[src/rtl/costas_pkg.sv]
// Shared definitions for the Costas carrier-recovery loop: detector modes,
// wide saturating arithmetic helpers and lock-counter sizing.
package costas_pkg;

   typedef enum logic {
      MODE_QPSK = 1'b0,
      MODE_BPSK = 1'b1
   } mode_e;

   // Wide enough to hold any FW+2 intermediate sum without overflow.
   localparam int WIDE = 128;
   typedef logic signed [WIDE-1:0] wide_t;

   function automatic wide_t sat_limit(input int w);
      return (wide_t'(1) <<< (w - 1)) - wide_t'(1);
   endfunction

   function automatic wide_t sat_add(input wide_t a, input wide_t b, input int w);
      wide_t sum;
      wide_t lim;
      sum = a + b;
      lim = sat_limit(w);
      if (sum > lim) begin
         sum = lim;
      end else if (sum < -lim) begin
         sum = -lim;
      end
      return sum;
   endfunction

   function automatic wide_t sext_shift(input wide_t x, input int sh);
      return x >>> sh;
   endfunction

   function automatic int lock_cnt_width(input int lockCnt, input int unlockCnt);
      return $clog2(((lockCnt > unlockCnt) ? lockCnt : unlockCnt) + 1);
   endfunction

endpackage

[src/rtl/costas_pi_filter.sv]
// Shift-gain PI loop filter with a symmetric saturating integrator; the
// registered offset is the frequency correction subtracted from the carrier.
module costas_pi_filter
   import costas_pkg::*;
#(
   parameter int FW       = 32,
   parameter int KP_SHIFT = 7,
   parameter int KI_SHIFT = 12
) (
   input  logic              clk,
   input  logic              reset,
   input  logic              err_valid_i,
   input  logic signed [FW:0] err_i,
   input  logic              freeze_i,
   input  logic              clear_i,
   output logic [FW-1:0]     offset_o
);

   logic signed [FW-1:0] integ_d, integ_q;
   logic signed [FW-1:0] offset_d, offset_q;
   wide_t                errW, propW, integNext;

   // Offset uses the freshly updated integrator so a step in error shows up
   // in both paths on the same sample; freeze drops prop and holds integ.
   always_comb begin
      errW      = wide_t'(err_i);
      propW     = sext_shift(errW, KP_SHIFT);
      integNext = sat_add(wide_t'(integ_q), sext_shift(errW, KI_SHIFT), FW);
      integ_d   = integ_q;
      offset_d  = offset_q;
      if (clear_i) begin
         integ_d  = '0;
         offset_d = '0;
      end else if (err_valid_i) begin
         if (freeze_i) begin
            offset_d = integ_q;
         end else begin
            integ_d  = FW'(integNext);
            offset_d = FW'(sat_add(propW, integNext, FW));
         end
      end
   end

   always_ff @(posedge clk or negedge reset) begin
      if (!reset) begin
         integ_q  <= '0;
         offset_q <= '0;
      end else begin
         integ_q  <= integ_d;
         offset_q <= offset_d;
      end
   end

   assign offset_o = offset_q;

endmodule

[src/rtl/costas_loop_gen.sv]
// Costas carrier-recovery loop: decision-directed phase detector, PI filter,
// corrected FCW, free-running NCO phase accumulator and hysteretic lock flag.
module costas_loop_gen
   import costas_pkg::*;
#(
   parameter int DW         = 32,
   parameter int FW         = 32,
   parameter int KP_SHIFT   = 7,
   parameter int KI_SHIFT   = 12,
   parameter int LOCK_CNT   = 64,
   parameter int UNLOCK_CNT = 16
) (
   input  logic              clk,
   input  logic              reset,
   input  logic              in_valid,
   input  logic signed [DW-1:0] i_in,
   input  logic signed [DW-1:0] q_in,
   input  logic              mode,
   input  logic [FW-1:0]     center_freq,
   input  logic [DW-1:0]     lock_thresh,
   input  logic              freeze,
   input  logic              clear,
   output logic [FW-1:0]     carrier_freq_out,
   output logic [FW-1:0]     nco_phase,
   output logic              err_valid,
   output logic signed [DW:0] phase_err,
   output logic              locked
);

   localparam int CW = lock_cnt_width(LOCK_CNT, UNLOCK_CNT);

   logic signed [DW:0] iExt, qExt, qTerm, iTerm;
   logic signed [DW:0] phaseErr_d, phaseErr_q;
   logic               errValid_q;
   logic signed [FW:0] errExt;
   logic [FW-1:0]      offset;
   logic [FW-1:0]      ncoPhase_q;
   logic [DW:0]        absErr;
   logic               inThresh;
   logic [CW-1:0]      lockTarget;
   logic [CW-1:0]      lockCnt_d, lockCnt_q;
   logic               locked_d, locked_q;

   // One extra bit keeps negating the most negative input and the QPSK
   // difference exact.
   always_comb begin
      iExt  = {i_in[DW-1], i_in};
      qExt  = {q_in[DW-1], q_in};
      qTerm = i_in[DW-1] ? -qExt : qExt;
      iTerm = q_in[DW-1] ? -iExt : iExt;
      phaseErr_d = (mode_e'(mode) == MODE_BPSK) ? qTerm : qTerm - iTerm;
   end

   always_ff @(posedge clk or negedge reset) begin
      if (!reset) begin
         phaseErr_q <= '0;
         errValid_q <= 1'b0;
      end else begin
         errValid_q <= in_valid;
         if (in_valid) begin
            phaseErr_q <= phaseErr_d;
         end
      end
   end

   assign errExt = (FW+1)'(wide_t'(phaseErr_q));

   costas_pi_filter #(
      .FW       (FW),
      .KP_SHIFT (KP_SHIFT),
      .KI_SHIFT (KI_SHIFT)
   ) u_pi_filter (
      .clk         (clk),
      .reset       (reset),
      .err_valid_i (errValid_q),
      .err_i       (errExt),
      .freeze_i    (freeze),
      .clear_i     (clear),
      .offset_o    (offset)
   );

   assign carrier_freq_out = center_freq - offset;

   always_ff @(posedge clk or negedge reset) begin
      if (!reset) begin
         ncoPhase_q <= '0;
      end else begin
         ncoPhase_q <= ncoPhase_q + carrier_freq_out;
      end
   end

   // The counter measures a run of samples disagreeing with the current lock
   // state; any agreeing sample restarts the run, which gives the hysteresis.
   always_comb begin
      absErr     = phaseErr_q[DW] ? unsigned'(-phaseErr_q) : unsigned'(phaseErr_q);
      inThresh   = absErr < {1'b0, lock_thresh};
      lockTarget = locked_q ? CW'(UNLOCK_CNT - 1) : CW'(LOCK_CNT - 1);
      lockCnt_d  = lockCnt_q;
      locked_d   = locked_q;
      if (clear) begin
         lockCnt_d = '0;
         locked_d  = 1'b0;
      end else if (errValid_q) begin
         if (inThresh != locked_q) begin
            if (lockCnt_q == lockTarget) begin
               lockCnt_d = '0;
               locked_d  = ~locked_q;
            end else begin
               lockCnt_d = lockCnt_q + CW'(1);
            end
         end else begin
            lockCnt_d = '0;
         end
      end
   end

   always_ff @(posedge clk or negedge reset) begin
      if (!reset) begin
         lockCnt_q <= '0;
         locked_q  <= 1'b0;
      end else begin
         lockCnt_q <= lockCnt_d;
         locked_q  <= locked_d;
      end
   end

   assign nco_phase = ncoPhase_q;
   assign err_valid = errValid_q;
   assign phase_err = phaseErr_q;
   assign locked    = locked_q;

endmodule

[config.mk]
export PLATFORM = sky130hd
export DESIGN_NAME = costas_loop_gen
export DESIGN_NICKNAME = d
export VERILOG_FILES = /design/src/rtl/costas_pkg.sv /design/src/rtl/costas_pi_filter.sv /design/src/rtl/costas_loop_gen.sv
export SDC_FILE = /design/constraint.sdc
export NUM_CORES = 1
export LEC_CHECK = 0
export BUFFER_PORTS_ARGS = -buffer_cell sky130_fd_sc_hd__buf_2
export CORE_MARGIN = 3
export CORE_UTILIZATION = 40
export DETAILED_ROUTE_END_ITERATION = 10
export GPL_ROUTABILITY_DRIVEN = 0
export GPL_TIMING_DRIVEN = 0
export RECOVER_POWER = 50
export SETUP_SLACK_MARGIN = 0.15
export SYNTH_ARGS = -nofsm -noshare
export SYNTH_HDL_FRONTEND = slang
export SYNTH_SLANG_ARGS = --single-unit
[constraint.sdc]
create_clock -name clk -period 23.4 [get_ports clk]
set_input_delay 2.34 -clock clk [delete_from_list [all_inputs] [get_ports clk]]
set_output_delay 2.34 -clock clk [all_outputs]
set_load 0.005 [all_outputs]
==> results.py, run 1 <==
metrics = {
    "logic_synthesis": {
        "netlist_instances": 2230,
        "synth_compound_area_share_pct": 27.4,
        "synth-simple-area-share_pct": 16.7,
        "synth.avg_cell_area_sq_um": 8.13,
        "synthArstFlopShare_pct": 100,
        "ys_warn_count": 0,
        "synth_edf_count": 0,
        "yosysUniqueCellTypes": 86,
        "synth.area.mux_share_pct": 0.573,
        "syn-num-nets": 2605,
        "syn_area_sq_um": 18100,
        "ys_seq_area_share_pct": 19.0,
        "ys_ff_latch": 138,
        "synth_top_family_by_area": "compound AO/OA/AOI/OAI gates",
        "synth_xor_area_share_pct": 11.2,
        "synthAdderAreaFrac_pct": 19.8,
        "synthFlopType": "dfrtp_1",
    },
    "sta": {
        "finalHoldViolCount": 0,
        "timing.slew.headroom_pct": -226,
        "fin_crit_sh_pct": 52.7,
        "tightest_slew_ps": 4890,
        "fin_skew_ps": 13.7,
        "fmaxAchievable_ghz": 0.0811,
        "slew_viol_final": 141,
        "finalSetupViolations": 0,
        "final.min_clock_period_ps": 12340,
        "fin_tns_setup_ps": 0,
        "rsz0062_at_grt": "false",
    },
    "layout": {
        "multi_input_area_sq_um": 13700,
        "regArea_sq_um": 3460,
        "final_common_cell": "a21oi_1",
        "fill_cells": 4492,
        "drive_gt1_share_pct": 11.5,
        "area_growth_pct": 13.5,
        "fin_util_pct": 46.3,
        "most-common-layout-cells": "a21oi_1 (242), buf_2 (209), ha_1 (194)",
        "fin_area_sq_um": 20600,
        "final_cell_count_no_fill": 3080,
        "n_antenna_cell": 0,
        "fin_nets": 2853,
    },
    "route": {
        "drc": 0,
        "wl_per_cell_um": 18.1,
        "vias": 17200,
        "ant_nets": 0,
        "drt_pass1_iterations": 5,
        "drt_iter0_drc": 1098,
        "vias_per_cell": 5.60,
        "drt_wl_total_um": 55600,
    },
    "clock_tree": {
        "cts.path.max_buffers": 2,
        "root_buffer": "clkbuf_16",
        "numCtsBuffers": 17,
        "cts-resized-gates": 0,
        "ctsHoldBuffers": 0,
        "postCtsSetupRepairBufs": 0,
        "clock_latency_ps": 440,
        "cts_max_level": 4,
        "cts_tree": "done",
        "path_clk_slew_ps": 60,
        "clkSinkCount": 138,
    },
    "global_route": {
        "track_usage_pct": 23.0,
        "first_global_vias": 17200,
        "use_met3_pct": 2.88,
        "grt_pass1_wl_um": 89300,
        "gr-usage-met2_pct": 40.2,
        "use_met1_pct": 29.8,
        "grt_max_degree": 93,
        "antenna_found_initial": 0,
        "busiest_layer": "met2",
        "overflow": 0,
    },
    "power_and_ir_drop": {
        "vdd_drop_max_v": 0.0000763,
        "p_leak_nw": 9.21,
        "finalPower_w": 0.00362,
        "power.density_nw_per_um2": 176,
    },
    "setup_path": {
        "worstPathRequired_ps": 23720,
        "worstRegToRegCells": 36,
        "crit_type": "reg2reg",
        "crit_slowest_cell": "a2111oi_0",
        "crit_fanout": 25,
        "cp-end-kind": "flop",
        "critPathTopFamily": "compound AO/OA/AOI/OAI gates",
        "cp-start-kind": "flop",
        "cp_num_buf_inv": 7,
        "path_common_cell": "a21oi_1",
        "cp.depth": 36,
        "cp.arrival_ps": 12660,
        "cpPeakStageDelay_ps": 830,
    },
    "floorplan": {
        "start_util_pct": 40.8,
        "io_pins": 233,
        "fp.dieW_um": 219,
        "dieArea_sq_um": 47900,
        "rows": 77,
        "coreArea_sq_um": 44500,
        "die_y_um": 219,
    },
    "min_path": {
        "min_path_type": "reg2reg",
        "hold_depth": 1,
    },
    "job": {
        "cap_violations": 2,
    },
    "place": {
        "port_buffers": 228,
        "place_area_sq_um": 20100,
        "post-dp-hpwl_um": 46100,
        "dp_cells": 3051,
    },
    "status": {
        "violations": "max-capacitance violations, max-slew violations",
        "outcome": "finished, violations left",
    },
}
## layout make-up
type | count | area share, %
clock inverters | 7 | 0.571
flip-flops and latches | 138 | 16.8
well taps | 592 | 3.60
inverters | 160 | 2.92
repair buffers | 229 | 5.45
plain buffers | 82 | 1.70
multi-input cells | 1850 | 66.7
clock buffers | 22 | 2.30
## where the power goes
part	leakage, nW	internal, W	switching [W]
clock network	0.280	0.000174	0.000109
registers	1.73	0.000327	0.000111
logic	7.19	0.00121	0.00168
total	9.21	0.00171	0.00190
## routing by layer
metal	wire length, um	part of all wire, %
met2	26700	48
met3	2560	4.6
met4	1320	2.4
met5	0	0
met1	25100	45
## Yosys cell counts, types with 9 or more instances
cell	instances	area share, %
a31oi_1	29	1.0
xor2_1	74	3.6
o21a_1	35	1.4
nand2b_1	34	1.2
nand4b_1	9	0.43
inv_1	160	3.3
nand4_1	27	0.93
o211ai_1	10	0.41
dfrtp_1	138	19
nor2_1	146	3.0
a211oi_1	18	0.74
xnor2_1	158	7.6
fa_1	47	5.2
nand3_1	40	1.1
a221o_1	25	1.4
a21oi_1	242	6.7
or4_1	17	0.70
nand2_1	133	2.8
and3_1	16	0.55
nor3_1	42	1.2
o21ai_0	142	3.9
o21bai_1	18	0.74
maj3_1	23	1.3
a21o_1	87	3.6
ha_1	194	13
a22o_1	41	2.0
nor4_1	16	0.55
o31ai_1	30	1.2
nor2b_1	23	0.79
or3_1	16	0.55
clkbuf_1	69	1.4
o41ai_1	10	0.48
and2_1	9	0.31
## kinds of logic (layout without fill, tap and decap cells)
family                   after synthesis  count (layout)
AO/OA/AOI/OAI                        762             762
AND/OR/NAND/NOR                      582             582
adder cells (fa/ha/maj)              264             264
buffers and inverters                242             500
XOR/XNOR                             232             232
flip-flops                           138             138
multiplexers                          10              10
## final timing paths
check                                                          start                                    to  slack [ps]
worst min-delay path            u_pi_filter.offset_o[17]$_DFFE_PN0P_  u_pi_filter.offset_o[17]$_DFFE_PN0P_         500
min in group asynchronous                                      reset                nco_phase[5]$_DFF_PN0_        2690
worst max-delay path                       phase_err[12]$_DFFE_PN0P_  u_pi_filter.offset_o[23]$_DFFE_PN0P_       11060
worst max register to register             phase_err[12]$_DFFE_PN0P_  u_pi_filter.offset_o[23]$_DFFE_PN0P_       11060
worst min register to register  u_pi_filter.offset_o[17]$_DFFE_PN0P_  u_pi_filter.offset_o[17]$_DFFE_PN0P_         500
max in group asynchronous                                      reset             phase_err[32]$_DFFE_PN0P_       14280
## registers in the layout, indices dropped and copies added (netlist names)
register,cells
u_pi_filter.integ_q,32
nco_phase,32
locked,1
err_valid,1
u_pi_filter.offset_o,32
lockCnt_q,7
phase_err,33
## through the flow
stage | worst slack (ps) | hold slack [ps]
4_1_cts | 11250 | 505
6_report | 11060 | 505
3_3_place_gp | 9980 | 473
5_1_grt | 10330 | 533
3_5_place_dp | 11320 | 493
2_1_floorplan | 13100 | 462
Power figures use the tool's default switching activity.
==> run 2, diff against run 1 <==
==> constraint.sdc (replaced) <==
create_clock -name clk -period 10.7 [get_ports clk]
set_input_delay 1.07 -clock clk [delete_from_list [all_inputs] [get_ports clk]]
set_output_delay 1.07 -clock clk [all_outputs]
set_load 0.005 [all_outputs]
==> run 2 against run 1 <==
Net effect: the flow still finishes with violations (max-capacitance violations, max-slew violations); maximum frequency grew 21%; setup slack lost 11000 ps; design area grew 0.58%; power grew 120%; global-route usage is essentially flat; flip-flop and latch count is the same; final cell count is the same; combinational power grew 120%; non-clock buffer count is the same; wire length grew 0.18%; sequential share of layout area shrank 0.091 points; sequential power grew 120%; critical path type unchanged.
==> results.py, run 2 (synthesized netlist as in run 1, its figures left out) <==
metrics = {
    "clock_tree": {
        "cts_max_level": 4,
        "cts.path.max_buffers": 2,
        "root_buffer": "clkbuf_16",
        "clock_latency_ps": 440,
        "clkSinkCount": 138,
        "cts_tree": "done",
        "ctsHoldBuffers": 0,
        "path_clk_slew_ps": 60,
        "numCtsBuffers": 17,
    },
    "layout": {
        "area_growth_pct": 14.2,
        "final_common_cell": "a21oi_1",
        "most-common-layout-cells": "a21oi_1 (240), buf_2 (209), ha_1 (194)",
        "largest_register_ffs": 33,
        "fin_nets": 2853,
        "final_cell_count_no_fill": 3080,
        "drive_gt1_share_pct": 12.4,
        "n_antenna_cell": 0,
    },
    "global_route": {
        "grt_max_degree": 93,
        "antenna_found_initial": 0,
        "first_global_vias": 17200,
        "overflow": 0,
        "grt_pass1_wl_um": 89400,
        "track_usage_pct": 23.0,
    },
    "floorplan": {
        "rows": 77,
        "fp.dieW_um": 219,
        "coreArea_sq_um": 44500,
        "start_util_pct": 40.8,
        "die_y_um": 219,
        "io_pins": 233,
        "dieArea_sq_um": 47900,
    },
    "sta": {
        "tightest_slew_ps": 4890,
        "finalSetupViolations": 0,
        "setup_slack_ps": 497,
        "rsz0062_at_grt": "true",
        "timing.slew.headroom_pct": -226,
        "hold_slack_ps": 505,
        "final.min_clock_period_ps": 10200,
        "fin_skew_ps": 11.5,
        "slew_viol_final": 141,
        "finalHoldViolCount": 0,
        "fmaxAchievable_ghz": 0.0980,
        "fin_crit_sh_pct": 95.4,
        "fin_tns_setup_ps": 0,
    },
    "power_and_ir_drop": {
        "p_leak_nw": 9.26,
        "vdd_drop_max_v": 0.000168,
        "power.density_nw_per_um2": 387,
    },
    "setup_path": {
        "worstPathRequired_ps": 11010,
        "path_common_cell": "fa_1",
        "cp-start-kind": "flop",
        "reg2reg_from": "phase_err[13]$_DFFE_PN0P_",
        "crit_type": "reg2reg",
        "cpPeakStageDelay_ps": 580,
        "cp-end-kind": "flop",
        "cp.arrival_ps": 10520,
        "critical_path.startpoint": "phase_err[13]$_DFFE_PN0P_",
        "crit_fanout": 10,
        "cp_num_buf_inv": 3,
        "crit_slowest_cell": "dfrtp_1",
        "critPathTopFamily": "compound AO/OA/AOI/OAI gates",
    },
    "job": {
        "cap_violations": 2,
    },
    "min_path": {
        "hp-start": "u_pi_filter.offset_o[17]$_DFFE_PN0P_",
        "min_path_type": "reg2reg",
    },
    "route": {
        "drt_wl_total_um": 55700,
        "drt_iter0_drc": 1128,
        "vias_per_cell": 5.61,
        "drc": 0,
        "vias": 17300,
        "wl_per_cell_um": 18.1,
        "ant_nets": 0,
        "drt_pass1_iterations": 5,
    },
    "status": {
        "outcome": "finished, violations left",
        "violations": "max-capacitance violations, max-slew violations",
    },
    "place": {
        "port_buffers": 228,
        "place_ws_ps": -1380,
        "post-dp-hpwl_um": 46100,
        "dp_cells": 3051,
    },
}
[run 2: cell types whose count changed in the layout (fill, tap and decap cells not counted), moves of 2 or more]
cell	delta
buf_4	+2
a21oi_1	-2
clkbuf_4	+2
clkbuf_1	-8
o21ai_0	-2
clkbuf_2	+5
[run 2: timing repair]
item                                    4_1_cts  5_1_grt
endpoints found under the setup margin       31       31
buffers inserted                              1        0
pin swaps                                     1        1
resized for setup                            15       23
[run 2: power by group]
part / internal [W] / switching, W / total (W) / leakage, nW
logic: 0.00270 / 0.00373 / 0.00643 / 7.25
registers: 0.000716 / 0.000242 / 0.000958 / 1.73
clock network: 0.000381 / 0.000239 / 0.000620 / 0.280
[run 2: final timing paths]
kind / endpoint / slack [ps] / depth (start not counted)
min in group asynchronous: nco_phase[5]$_DFF_PN0_ / 1430 / 1
min: u_pi_filter.offset_o[17]$_DFFE_PN0P_ / 510 / 1
max in group asynchronous: phase_err[32]$_DFFE_PN0P_ / 2840 / 2
max: u_pi_filter.offset_o[25]$_DFFE_PN0P_ / 500 / 35
max reg2reg: u_pi_filter.offset_o[25]$_DFFE_PN0P_ / 500 / 35
min reg2reg: u_pi_filter.offset_o[17]$_DFFE_PN0P_ / 510 / 1
[run 2: layout make-up]
| class | count | area (sq um) |
|---|---|---|
| Inverter | 160 | 601 |
| Clock buffer | 22 | 474 |
| Clock inverter | 7 | 118 |
| Fill cell | 4485 | 23800 |
| Sequential cell | 138 | 3460 |
| Buffer | 81 | 363 |
| Tap cell | 592 | 741 |
| Timing Repair Buffer | 230 | 1130 |
| Multi-Input combinational cell | 1850 | 13800 |
[run 2: worst register-to-register path: cells and delay by family (launching register included)]
kind,cells,cell delay (ps)
buffers and inverters,3,590
DFF,1,580
AOI/OAI and AO/OA,21,5390
adders and majority gates,3,1460
and+or+nand+nor,8,2050
[run 2: per-layer routing]
metal  part of all wire (%)  global-route usage, %
met3                    5.0                   2.81
met1                     45                   29.8
met4                    2.2                   6.24
met5                      0                      0
met2                     48                   40.4
[run 2: through the flow]
stage	instance area (sq um)	utilization, %	total power (W)
after floorplan	18100	-	0.00564
after detailed placement	20100	45.1	0.00721
after global placement	20000	45.0	0.00709
final	20700	46.5	0.00801
after global routing	20700	46.5	0.00881
after CTS	20700	46.5	0.00791
==> run 3, diff against run 2 <==
--- a/config.mk
+++ b/config.mk
@@ -8,6 +8,7 @@
 export BUFFER_PORTS_ARGS = -buffer_cell sky130_fd_sc_hd__buf_2
 export CORE_MARGIN = 3
 export CORE_UTILIZATION = 40
+export CTS_BUF_LIST = sky130_fd_sc_hd__clkbuf_2 sky130_fd_sc_hd__clkbuf_4 sky130_fd_sc_hd__clkbuf_8
 export DETAILED_ROUTE_END_ITERATION = 10
 export GPL_ROUTABILITY_DRIVEN = 0
 export GPL_TIMING_DRIVEN = 0
==> run 3 against run 2 <==
Net effect: hold slack better by 3.8 ps; critical endpoint unchanged; final cell count stayed put; first-iteration DRC count shrank 8.9%; die area unchanged; largest cell class unchanged; critical path type unchanged; utilization fell by 0.41 points; highest routed layer unchanged; flip-flop and latch count stayed put; largest power group unchanged; design area down 0.88%; clock skew grew 4.8 ps; the flow still finishes with violations (max-capacitance violations, max-slew violations); non-clock buffer count did not move.
==> results.py, run 3 (synthesized netlist as in run 1, its figures left out) <==
metrics = {
    "status": {
        "outcome": "finished, violations left",
        "violations": "max-capacitance violations, max-slew violations",
    },
    "clock_tree": {
        "cts_tree": "done",
        "numCtsBuffers": 17,
        "clock_latency_ps": 470,
        "path_clk_slew_ps": 80,
        "root_buffer": "clkbuf_8",
        "clkSinkCount": 138,
        "cts_max_level": 4,
        "ctsHoldBuffers": 0,
        "cts.path.max_buffers": 2,
    },
    "route": {
        "ant_nets": 0,
        "drt_pass1_iterations": 5,
        "drt_wl_total_um": 55700,
        "vias": 17300,
        "wl_per_cell_um": 18.1,
        "vias_per_cell": 5.61,
        "drc": 0,
        "drt_iter0_drc": 1028,
    },
    "sta": {
        "finalSetupViolations": 0,
        "fin_crit_sh_pct": 95.3,
        "fmaxAchievable_ghz": 0.0981,
        "slew_viol_final": 141,
        "rsz0062_at_grt": "true",
        "fin_skew_ps": 16.3,
        "final.min_clock_period_ps": 10190,
        "finalHoldViolCount": 0,
        "tightest_slew_ps": 4980,
        "timing.slew.headroom_pct": -232,
    },
    "layout": {
        "n_antenna_cell": 0,
        "area_growth_pct": 13.2,
        "fin_nets": 2853,
        "drive_gt1_share_pct": 12.5,
        "fin_area_sq_um": 20500,
        "final_common_cell": "a21oi_1",
        "largest_register_ffs": 33,
        "most-common-layout-cells": "a21oi_1 (240), buf_2 (210), ha_1 (194)",
    },
    "floorplan": {
        "dieArea_sq_um": 47900,
        "rows": 77,
        "start_util_pct": 40.8,
        "io_pins": 233,
        "fp.dieW_um": 219,
        "die_y_um": 219,
        "coreArea_sq_um": 44500,
    },
    "min_path": {
        "hp-start": "u_pi_filter.offset_o[27]$_DFFE_PN0P_",
        "hold_depth": 1,
        "holdPathEnd": "u_pi_filter.offset_o[27]$_DFFE_PN0P_",
        "min_path_type": "reg2reg",
    },
    "setup_path": {
        "reg2reg_setup_slack_ps": 510,
        "cp-end-kind": "flop",
        "worstPathRequired_ps": 11050,
        "worstRegToRegCells": 35,
        "crit_slowest_cell": "dfrtp_1",
        "cp.arrival_ps": 10540,
        "reg2reg_from": "phase_err[13]$_DFFE_PN0P_",
        "path_common_cell": "fa_1",
        "crit_type": "reg2reg",
        "worst_r2r_endpoint": "u_pi_filter.offset_o[25]$_DFFE_PN0P_",
        "crit_fanout": 10,
        "cp-start-kind": "flop",
        "cpPeakStageDelay_ps": 590,
    },
    "power_and_ir_drop": {
        "p_leak_nw": 9.18,
        "power_switching_w": 0.00419,
        "finalPower_w": 0.00785,
        "p_comb_share_pct": 81.8,
        "power.density_nw_per_um2": 383,
        "pwr-share-clk_pct": 6.0,
        "seqPwrFrac_pct": 12.2,
        "p_int_w": 0.00366,
        "p_sw_share_pct": 53.4,
        "vdd_drop_max_v": 0.000155,
    },
    "global_route": {
        "first_global_vias": 17200,
        "antenna_found_initial": 0,
        "overflow": 0,
        "track_usage_pct": 22.9,
        "grt_pass1_wl_um": 89200,
        "grt_max_degree": 93,
    },
    "place": {
        "post-dp-hpwl_um": 46100,
        "port_buffers": 228,
        "place_area_sq_um": 20100,
    },
    "job": {
        "cap_violations": 2,
    },
}
run 3: cell count changes in the layout (fill, tap and decap cells not counted):
cell       delta
o31ai_2       +1
clkbuf_8     +17
clkbuf_4      +1
clkbuf_16    -17
o31ai_1       -1
clkbuf_1      -2
buf_2         +1
run 3: power by group through the flow:
stage               Sequential [W]  Combinational, W  Clock (W)
global placement          0.000961           0.00613          0
finish                    0.000958           0.00643   0.000471
CTS                       0.000955           0.00632   0.000478
floorplan                 0.000873           0.00476          0
global route              0.000983           0.00718   0.000498
detailed placement        0.000965           0.00625          0
run 3: how the worst max path moves through the flow:
| stage | endpoint | slack (ps) | cells past startpoint | from |
|---|---|---|---|---|
| final | u_pi_filter.offset_o[25]$_DFFE_PN0P_ | 510 | 35 | phase_err[13]$_DFFE_PN0P_ |
| after global routing | u_pi_filter.offset_o[0]$_DFFE_PN0P_ | 100 | 37 | phase_err[13]$_DFFE_PN0P_ |
| after CTS | u_pi_filter.offset_o[25]$_DFFE_PN0P_ | 160 | 37 | phase_err[12]$_DFFE_PN0P_ |
| after detailed placement | u_pi_filter.offset_o[27]$_DFFE_PN0P_ | -1380 | 36 | phase_err[12]$_DFFE_PN0P_ |
| after global placement | u_pi_filter.offset_o[28]$_DFFE_PN0P_ | -2720 | 32 | phase_err[32]$_DFFE_PN0P_ |
| after floorplan | u_pi_filter.offset_o[0]$_DFFE_PN0P_ | 400 | 32 | phase_err[32]$_DFFE_PN0P_ |
run 3: repair_timing:
action	4_1_cts	5_1_grt
setup endpoints to repair	31	31
setup buffers	1	0
pin swaps	1	1
resized for setup	16	21
run 3: final cells by class:
| type | instances | area [sq um] |
|---|---|---|
| tap | 592 | 741 |
| multi-input combinational | 1850 | 13800 |
| timing repair buffer | 230 | 1130 |
| sequential | 138 | 3460 |
| buffer | 81 | 360 |
| inverter | 160 | 601 |
| clock inverter | 7 | 118 |
| fill | 4512 | 24000 |
| clock buffer | 22 | 290 |
run 3: routing by layer:
layer  global-route usage (%)  up-vias  routed length [um]
li1                         -     8665                   -
met1                     29.7     8099               25100
met5                        0        -                   0
met2                     40.3      453               26800
met3                     2.89       73                2610
met4                     5.79        0                1240
run 3: critical path: cells and delay by family, from the launching register on:
family,cells,cell delay [ps]
flip-flops,1,590
adder cells (fa/ha/maj),3,1460
AND/OR/NAND/NOR,8,2130
buffers and inverters,3,590
AO/OA/AOI/OAI,21,5310
run 3: stage by stage:
step                TNS [ps]  cells  setup WS (ps)  utilization (%)  hold WS, ps
detailed placement    -38810   3051          -1380             45.1          493
CTS                        0   3081            158             46.1          509
global placement      -80860   3050          -2720             45.0          473
floorplan                  0   2230            405                -          462
finish                     0   3080            506             46.1          509
global route               0   3080           96.9             46.1          538
